$ cat config.mk
export PLATFORM = sky130hd
export DESIGN_NAME = dport_mux
export DESIGN_NICKNAME = d
export VERILOG_FILES = /design/src/rtl/dport_mux_pkg.sv /design/src/rtl/dport_mux_resp.sv /design/src/rtl/dport_mux.sv
export SDC_FILE = /design/constraint.sdc
export NUM_CORES = 1
export LEC_CHECK = 0
export ABC_AREA = 1
export CAP_MARGIN = 10
export CELL_PAD_IN_SITES_DETAIL_PLACEMENT = 1
export CELL_PAD_IN_SITES_GLOBAL_PLACEMENT = 2
export CORE_ASPECT_RATIO = 0.5
export CORE_UTILIZATION = 10
export DETAILED_ROUTE_END_ITERATION = 6
export PLACE_DENSITY = 0.95
export SLEW_MARGIN = 5
export SYNTH_ARGS = -nofsm -noshare
export SYNTH_HDL_FRONTEND = slang
export SYNTH_HIERARCHICAL = 1
export SYNTH_SLANG_ARGS = --single-unit
$ cat constraint.sdc
create_clock -name clk -period 6 [get_ports clk]
set_input_delay 0.9 -clock clk [delete_from_list [all_inputs] [get_ports clk]]
set_output_delay 0.9 -clock clk [all_outputs]
set_load 0.01 [all_outputs]
$ cat src/rtl/dport_mux_pkg.sv
// dport_mux_pkg
// Shared definitions for the data-port multiplexer: default TCM window,
// response tag width, target encoding, the bundled response record, and
// the "is a request present" helper used by the router.
// Optional build macro used by this slice: DPORT_MUX_RESP_REG_EN.

package dport_mux_pkg;

  localparam int unsigned TAG_W            = 11;
  localparam logic [31:0] TCM_MEM_BASE_DEF = 32'h0000_0000;
  localparam logic [31:0] TCM_MEM_MASK_DEF = 32'hFFFF_0000;

  typedef enum logic {
    TGT_EXT = 1'b0,
    TGT_TCM = 1'b1
  } tgt_e;

  typedef struct packed {
    logic [31:0]      data;
    logic             ack;
    logic             error;
    logic [TAG_W-1:0] tag;
  } resp_t;

  // Any operation bit set means the LSU is presenting a request this cycle.
  function automatic logic req_present(input logic       rd,
                                       input logic [3:0] wr,
                                       input logic       inv,
                                       input logic       wb,
                                       input logic       flush);
    return rd | (|wr) | inv | wb | flush;
  endfunction

endpackage

$ cat src/rtl/dport_mux_resp.sv
// dport_mux_resp
// Response return path of the data-port multiplexer. Picks the TCM response
// whenever the TCM acks, the external port otherwise, and either passes it
// straight through or registers it for one cycle.
// Build macro: DPORT_MUX_RESP_REG_EN (defined = registered, +1 cycle).
// Ports:
//   clk            clock (registered build only)
//   rst_n          async active-low reset
//   tcm_resp_i     response bundle from the TCM port
//   ext_resp_i     response bundle from the external port
//   mem_data_rd_o  read data to the LSU
//   mem_ack_o      response strobe to the LSU
//   mem_error_o    response error to the LSU
//   mem_resp_tag_o response tag to the LSU

module dport_mux_resp
  import dport_mux_pkg::*;
(
`ifdef DPORT_MUX_RESP_REG_EN
  input  logic             clk,
`endif
  input  logic             rst_n,
  input  resp_t            tcm_resp_i,
  input  resp_t            ext_resp_i,
  output logic [31:0]      mem_data_rd_o,
  output logic             mem_ack_o,
  output logic             mem_error_o,
  output logic [TAG_W-1:0] mem_resp_tag_o
);

  resp_t sel_resp;

  always_comb begin
    sel_resp = tcm_resp_i.ack ? tcm_resp_i : ext_resp_i;
  end

`ifdef DPORT_MUX_RESP_REG_EN
  resp_t resp_q;

  // Captured every cycle; reset clears ack/error so nothing seen during
  // reset is ever delivered afterwards.
  always_ff @(posedge clk or negedge rst_n) begin
    if (!rst_n) begin
      resp_q <= '0;
    end else begin
      resp_q <= sel_resp;
    end
  end

  assign mem_data_rd_o  = resp_q.data;
  assign mem_ack_o      = resp_q.ack;
  assign mem_error_o    = resp_q.error;
  assign mem_resp_tag_o = resp_q.tag;
`else
  // Strobes are forced low while reset is held so stray responses are dropped.
  assign mem_data_rd_o  = sel_resp.data;
  assign mem_ack_o      = sel_resp.ack & rst_n;
  assign mem_error_o    = sel_resp.error & rst_n;
  assign mem_resp_tag_o = sel_resp.tag;
`endif

endmodule

$ cat src/rtl/dport_mux.sv
// dport_mux
// Routes LSU data-port requests to the TCM or the external (AXI bridge) port
// by address, keeps responses in order by stalling a switch of target while
// requests are outstanding, and merges the two response streams.
// Build macro: DPORT_MUX_RESP_REG_EN (registered response path, +1 cycle).
// Ports:
//   clk, rst_n          clock, async active-low reset
//   mem_*_i / mem_*_o   LSU request in, LSU response out
//   mem_tcm_*_o / _i    TCM request out, TCM response in
//   mem_ext_*_o / _i    external request out, external response in

module dport_mux
  import dport_mux_pkg::*;
#(
  parameter logic [31:0] TCM_MEM_BASE = TCM_MEM_BASE_DEF,
  parameter logic [31:0] TCM_MEM_MASK = TCM_MEM_MASK_DEF,
  parameter int unsigned PEND_W       = 4
) (
  input  logic             clk,
  input  logic             rst_n,
  // LSU request
  input  logic [31:0]      mem_addr_i,
  input  logic [31:0]      mem_data_wr_i,
  input  logic             mem_rd_i,
  input  logic [3:0]       mem_wr_i,
  input  logic             mem_cacheable_i,
  input  logic [TAG_W-1:0] mem_req_tag_i,
  input  logic             mem_invalidate_i,
  input  logic             mem_writeback_i,
  input  logic             mem_flush_i,
  // LSU response
  output logic [31:0]      mem_data_rd_o,
  output logic             mem_accept_o,
  output logic             mem_ack_o,
  output logic             mem_error_o,
  output logic [TAG_W-1:0] mem_resp_tag_o,
  // TCM request
  output logic [31:0]      mem_tcm_addr_o,
  output logic [31:0]      mem_tcm_data_wr_o,
  output logic             mem_tcm_rd_o,
  output logic [3:0]       mem_tcm_wr_o,
  output logic             mem_tcm_cacheable_o,
  output logic [TAG_W-1:0] mem_tcm_req_tag_o,
  output logic             mem_tcm_invalidate_o,
  output logic             mem_tcm_writeback_o,
  output logic             mem_tcm_flush_o,
  // TCM response
  input  logic [31:0]      mem_tcm_data_rd_i,
  input  logic             mem_tcm_accept_i,
  input  logic             mem_tcm_ack_i,
  input  logic             mem_tcm_error_i,
  input  logic [TAG_W-1:0] mem_tcm_resp_tag_i,
  // External request
  output logic [31:0]      mem_ext_addr_o,
  output logic [31:0]      mem_ext_data_wr_o,
  output logic             mem_ext_rd_o,
  output logic [3:0]       mem_ext_wr_o,
  output logic             mem_ext_cacheable_o,
  output logic [TAG_W-1:0] mem_ext_req_tag_o,
  output logic             mem_ext_invalidate_o,
  output logic             mem_ext_writeback_o,
  output logic             mem_ext_flush_o,
  // External response
  input  logic [31:0]      mem_ext_data_rd_i,
  input  logic             mem_ext_accept_i,
  input  logic             mem_ext_ack_i,
  input  logic             mem_ext_error_i,
  input  logic [TAG_W-1:0] mem_ext_resp_tag_i
);

  localparam logic [PEND_W-1:0] PEND_MAX = '1;

  logic [PEND_W-1:0] pend_q;
  tgt_e              tgt_q;
  tgt_e              sel_tgt;
  logic              present;
  logic              stall;
  logic              go_tcm;
  logic              go_ext;
  logic              accepted;

  assign present = req_present(mem_rd_i, mem_wr_i, mem_invalidate_i,
                               mem_writeback_i, mem_flush_i);
  assign sel_tgt = ((mem_addr_i & TCM_MEM_MASK) == TCM_MEM_BASE) ? TGT_TCM : TGT_EXT;

  // Switching target with requests in flight could let the faster port answer
  // first, so hold off until the old target has drained. A full counter also
  // stalls so it can never wrap.
  assign stall = ((pend_q != '0) && (sel_tgt != tgt_q)) || (pend_q == PEND_MAX);

  assign go_tcm = (sel_tgt == TGT_TCM) && !stall;
  assign go_ext = (sel_tgt == TGT_EXT) && !stall;

  assign mem_accept_o = !stall && ((sel_tgt == TGT_TCM) ? mem_tcm_accept_i : mem_ext_accept_i);
  assign accepted     = present && mem_accept_o;

  assign mem_tcm_addr_o       = mem_addr_i;
  assign mem_tcm_data_wr_o    = mem_data_wr_i;
  assign mem_tcm_cacheable_o  = mem_cacheable_i;
  assign mem_tcm_req_tag_o    = mem_req_tag_i;
  assign mem_tcm_rd_o         = mem_rd_i & go_tcm;
  assign mem_tcm_wr_o         = mem_wr_i & {4{go_tcm}};
  assign mem_tcm_invalidate_o = mem_invalidate_i & go_tcm;
  assign mem_tcm_writeback_o  = mem_writeback_i & go_tcm;
  assign mem_tcm_flush_o      = mem_flush_i & go_tcm;

  assign mem_ext_addr_o       = mem_addr_i;
  assign mem_ext_data_wr_o    = mem_data_wr_i;
  assign mem_ext_cacheable_o  = mem_cacheable_i;
  assign mem_ext_req_tag_o    = mem_req_tag_i;
  assign mem_ext_rd_o         = mem_rd_i & go_ext;
  assign mem_ext_wr_o         = mem_wr_i & {4{go_ext}};
  assign mem_ext_invalidate_o = mem_invalidate_i & go_ext;
  assign mem_ext_writeback_o  = mem_writeback_i & go_ext;
  assign mem_ext_flush_o      = mem_flush_i & go_ext;

  // Outstanding count tracks the ack actually delivered upstream, so the
  // registered build naturally keeps one extra cycle of occupancy. An ack
  // with nothing outstanding is passed through but never underflows.
  always_ff @(posedge clk or negedge rst_n) begin
    if (!rst_n) begin
      pend_q <= '0;
      tgt_q  <= TGT_EXT;
    end else begin
      if (accepted) begin
        tgt_q <= sel_tgt;
      end
      case ({accepted, mem_ack_o})
        2'b10:   pend_q <= pend_q + 1'b1;
        2'b01:   if (pend_q != '0) pend_q <= pend_q - 1'b1;
        default: pend_q <= pend_q;
      endcase
    end
  end

  resp_t tcm_resp;
  resp_t ext_resp;

  assign tcm_resp = '{data: mem_tcm_data_rd_i, ack: mem_tcm_ack_i,
                      error: mem_tcm_error_i, tag: mem_tcm_resp_tag_i};
  assign ext_resp = '{data: mem_ext_data_rd_i, ack: mem_ext_ack_i,
                      error: mem_ext_error_i, tag: mem_ext_resp_tag_i};

  dport_mux_resp u_resp (
`ifdef DPORT_MUX_RESP_REG_EN
    .clk            (clk),
`endif
    .rst_n          (rst_n),
    .tcm_resp_i     (tcm_resp),
    .ext_resp_i     (ext_resp),
    .mem_data_rd_o  (mem_data_rd_o),
    .mem_ack_o      (mem_ack_o),
    .mem_error_o    (mem_error_o),
    .mem_resp_tag_o (mem_resp_tag_o)
  );

  a_no_dual_ack: assert property (@(posedge clk) disable iff (!rst_n)
    !(mem_tcm_ack_i && mem_ext_ack_i));

  a_no_ack_underflow: assert property (@(posedge clk) disable iff (!rst_n)
    mem_ack_o |-> (pend_q != '0));

endmodule

==> Yosys cells after proc, flatten, opt, wreduce, memory -nomap -nowiden <==
Cells that the tools add are included.
{ "op_classes": {"eq_ne": 5, "bitwise": 17, "muxes": 5, "add_sub_neg": 2, "reduce_logical": 12} }
{ "ops": {"columns": ["op", "count"], "rows": [
  ["2-to-1 mux 45 bit", 1],
  ["logical NOT 32 bit", 1],
  ["AND 1 bit", 10],
  ["AND 4 bit", 2],
  ["one-hot mux 4 bit (2 select lines)", 1],
  ["logical AND 1 bit", 5],
  ["adder 4 x 1 -> 4 bit (second input constant)", 1],
  ["equality test 4 bit (second input constant)", 1],
  ["2-to-1 mux 4 bit", 1],
  ["bitwise OR 1 bit", 4],
  ["nonzero test 4 bit", 1],
  ["OR reduction 4 bit", 1],
  ["subtractor 4 x 1 -> 4 bit (second input constant)", 1],
  ["equality test 2 x 1 -> 1 bit (second input constant)", 1],
  ["equality test 2 bit (second input constant)", 1],
  ["2-to-1 mux 1 bit", 2],
  ["inequality test 2 bit (second input constant)", 1],
  ["AND reduction 2 bit", 1],
  ["nonzero test 2 bit", 1],
  ["logical NOT 1 bit", 1],
  ["logical OR 1 bit", 1],
  ["inequality test 1 bit", 1],
  ["inverter 1 bit", 1]
]} }
{ "word_totals": {"register_bits": 5, "elab_cells": 43, "inputBits": 178, "out_inout_bits": 214} }

==> Logic depth before layout (Yosys ltp) <==
{ "logic_depth": {"word_depth": 11, "depth_mapped": 17} }

==> Hierarchy <==
Netlist, hierarchy kept.
{ "by_module_without_submodules": {"columns": ["mod", "cells_each", "instances", "area_each_um2"], "rows": [
  ["dport_mux", 243, 1, 1712.9],
  ["dport_mux_resp", 145, 1, 628.1]
]} }

==> Worst setup path after synthesis <==
No wires, ideal clock.
{ "synth_timing": {"path_type": "input to output", "start": "in mem_addr_i[16]", "end": "out mem_tcm_flush_o", "arrival_time_ns": 1.847, "required_time_ns": 5.100, "setup_slack_ns": 3.253, "path_stages": 7, "cell_sequence": "nor2_1 > nand2_1 > nor2_4 > nand3_1 > nand3_2 > nand4_1 > nor2_1"} }
{ "synth_via": {"elab_chain_cells": 8} }
{ "synth_lines": {"columns": ["element", "line_no", "rtl"], "rows": [
  ["start: declaration", "dport_mux.sv:22", "input logic [31:0] mem_addr_i,"],
  ["logical NOT 32 bit *", "dport_mux.sv:84", "assign sel_tgt = ((mem_addr_i & TCM_MEM_MASK) == TCM_MEM_BASE) ? TGT_TCM : TGT_EXT;"],
  ["2-to-1 mux 1 bit *", "dport_mux.sv:84", null],
  ["inequality test 1 bit", "dport_mux.sv:89", "assign stall = ((pend_q != '0) && (sel_tgt != tgt_q)) || (pend_q == PEND_MAX);"],
  ["logical AND 1 bit", "dport_mux.sv:89", null],
  ["logical OR 1 bit", "dport_mux.sv:89", null],
  ["logical NOT 1 bit", "dport_mux.sv:91", "assign go_tcm = (sel_tgt == TGT_TCM) && !stall;"],
  ["logical AND 1 bit *", "dport_mux.sv:91", null],
  ["AND 1 bit *", "dport_mux.sv:105", "assign mem_tcm_flush_o = mem_flush_i & go_tcm;"],
  ["end: declaration", "dport_mux.sv:46", "output logic mem_tcm_flush_o,"]
]} }
Every way passes the cells marked *; elsewhere a longest branch is shown, timed or not.

==> Worst setup path in the final report <==
{ "layout_timing": {"start": "in mem_addr_i[25]", "end": "out mem_tcm_wr_o[3]"} }
{ "layout_via": {"elab_chain_cells": 8} }
{ "layout_lines": {"columns": ["element", "line_no", "rtl"], "rows": [
  ["logical NOT 32 bit *", "dport_mux.sv:84", null],
  ["2-to-1 mux 1 bit *", "dport_mux.sv:84", null],
  ["inequality test 1 bit", "dport_mux.sv:89", null],
  ["logical AND 1 bit", "dport_mux.sv:89", null],
  ["logical OR 1 bit", "dport_mux.sv:89", null],
  ["logical NOT 1 bit", "dport_mux.sv:91", null],
  ["logical AND 1 bit *", "dport_mux.sv:91", null],
  ["AND 4 bit *", "dport_mux.sv:102", "assign mem_tcm_wr_o = mem_wr_i & {4{go_tcm}};"],
  ["end: declaration", "dport_mux.sv:41", "output logic [3:0] mem_tcm_wr_o,"]
]} }
Marked as above.

==> run summary <==
fmax: 243 MHz
PD cells: 137 nW/um^2
Max Root-Sink Buffers: 2
crit-path max cell delay: 560 ps
global placer's final weighted congestion: 0.809
critical path data required time: 5100 ps
# diodes: 0
FP Rows: 39
outcome: completed
Syn Inst Count: 388
Port Buffers: 211
top cell type by total area after synthesis: buf_4
peak supply drop: 0.0675 mV
H-tree Lvls: 1
Core ar.: 22,900 um^2
Hold Crit Class: register to register
cts repair resizes: 0
setup tns final: 0 ps
DRT iter0 DRCs: 72
worst-path fanout max: 8
CTS sink cnt: 5
initial antenna violation count: 0
post-synthesis register bit count: 5
post-route minimum period: 4120 ps
sequential share of the synthesized area: 5.34%
drt wl/cell: 15.6 um
vias in the first global route: 2,369
Setup crit end kind: output port
Leak: 0.00156 uW
Die H: 110 um
# IOs: 392
Clock Pin Slew Worst Setup and Hold Paths: 30 ps
Final nets: 625
CTS Hold Bufs: 0
starting density of the core: 10.2%
DR pass1 iterations: 4
Slew headroom: 49.0%
share of layout cells above drive strength 1: 3.61%
max-slew violation count: 0
gr usage total: 8.73%
worst slew pin tran: 763 ps
worst setup path start: mem_addr_i[25]
worst setup path class: input port to output port
pin count of the biggest net entering global routing: 47
CTS root buf: clkbuf_16
critical path arrival: 3220 ps
Area Growth Syn to Fin: 56.5%
Unique masters post-synth: 26
unrepaired setup endpoints after global routing: false
slowest cell on the critical path: clkdlybuf4s50_1
dpl ws: 1790 ps
Die Footprint: 24,100 um^2
flop-to-flop setup slack: 3520 ps
Residual DRC: 0
Synth area leaders: buf_4, nand2_1, dfrtp_1
ANT nets after route: 0
reg2reg start: pend_q[0]
CTS buffer count: 3
CTS tree: yes
Die X: 218 um
clock skew: 1.74 ps
post-synth top area share: 48.7%
max capacitance violation total: 0
routed vias: 2,421
mean number of vias per cell: 3.23
final worst setup slack: 1880 ps
Avg Cell Area, Syn: 6.03 um^2
Mapped Nets: 569
Final HPWL DP: 10,200 um
final period utilization: 68.7%
min-delay src: pend_q[0]
Setup Viol. Count Final: 0
Final Hold Viols: 0
first-pass GRT wire length: 15,400 um
crit path cell chain: clkdlybuf4s50_1 > nor2_1 > nand2_1 > nor2_4 > nand3_1 > nand3_2 > nand4_1 > nor2_1 > clkdlybuf4s50_1
startpoint types: input port
clock latency at the later pin of the worst-skew pair: 230 ps
drt total wl: 11,700 um
YS warnings: 6
Post-CTS Setup Repair Bufs: 0
Post-Syn Area: 2340 um^2
Remaining Overflow, GRT: 0
==> final timing paths <==
| check | endpoint | cells after the start |
|---|---|---|
| hold reg to reg | pend_q[0] | 1 |
| setup / recovery | mem_tcm_wr_o[3] | 9 |
| min in group asynchronous | pend_q[0] | 1 |
| setup reg to reg | pend_q[3] | 14 |
| max in group asynchronous | pend_q[3] | 1 |
| hold / removal | pend_q[0] | 1 |
==> placed cells by master, fill, tap and decap left out, drive strengths merged <==
cell and n:
nand2 147, dfrtp 5, nand3b 1, inv 18
nor2 30, xnor2 1, o21ai 2, fa 1
nand3 8, clkbuf 4, o21a 1, a211oi 1
clkdlybuf4s50 210, xor2 1, ha 2, or2 1
a21oi 1, buf 2, nand4 7
==> through the flow <==
step / hold WS (ps) / cell area (um^2) / utilization (%) / std cells / total power [uW]
after global routing: 527 / 3660 / 16.0 / 750 / 541
after floorplan: 463 / 2340 / - / 388 / 291
after global placement: 483 / 3580 / 15.7 / 746 / 380
final: 491 / 3660 / 16.0 / 750 / 501
after CTS: 497 / 3660 / 16.0 / 750 / 508
after detailed placement: 489 / 3580 / 15.7 / 746 / 391
==> area by class of cell <==
type | count | area [um^2]
Tap cell | 307 | 384
Clock buffer | 4 | 78.8
Timing Repair Buffer | 212 | 2110
Fill cell | 2785 | 19200
Sequential cell | 5 | 125
Inverter | 18 | 67.6
Multi-Input combinational cell | 204 | 893
==> synth_stat cells, drive strengths merged <==
library cell and count:
buf 160, nand2 147, nor2 30, inv 18, nand3 8, nand4 7, dfrtp 5, ha 2
o21ai 2, a211oi 1, a21oi 1, clkbuf 1, fa 1, nand3b 1, o21a 1, or2 1
xnor2 1, xor2 1
==> registers in the layout (all words and copies together) (netlist names) <==
signal / flops
pend_q: 4
tgt_q: 1
==> layer usage <==
layer  part of all wire [%]  wire length (um)  track usage [%]
met5                   0.98               115             4.17
met4                   0.90               105             1.80
met3                     14              1590             6.67
met2                     45              5230             11.8
met1                     40              4670             10.4
==> critical path, delay by kind of cell <==
family | cells | cell delay, ps
buffers and inverters | 2 | 1050
AND/OR/NAND/NOR | 7 | 1270
==> cells by family (layout without fill, tap and decap cells) <==
logic type	count (synthesis)	in the layout	share of synthesized area, %
simple gates	194	194	34.2
buf+inv	179	234	56.5
compound gates	5	5	1.28
flops	5	5	5.34
fa+ha+maj	3	3	1.92
xor+xnor	2	2	0.748
==> power breakdown <==
part	internal [uW]	total, uW	switching, uW
Sequential	48.0	60.5	12.4
Combinational	184	331	147
Clock	88.1	110	21.8
(Power assumes the default switching activity.)
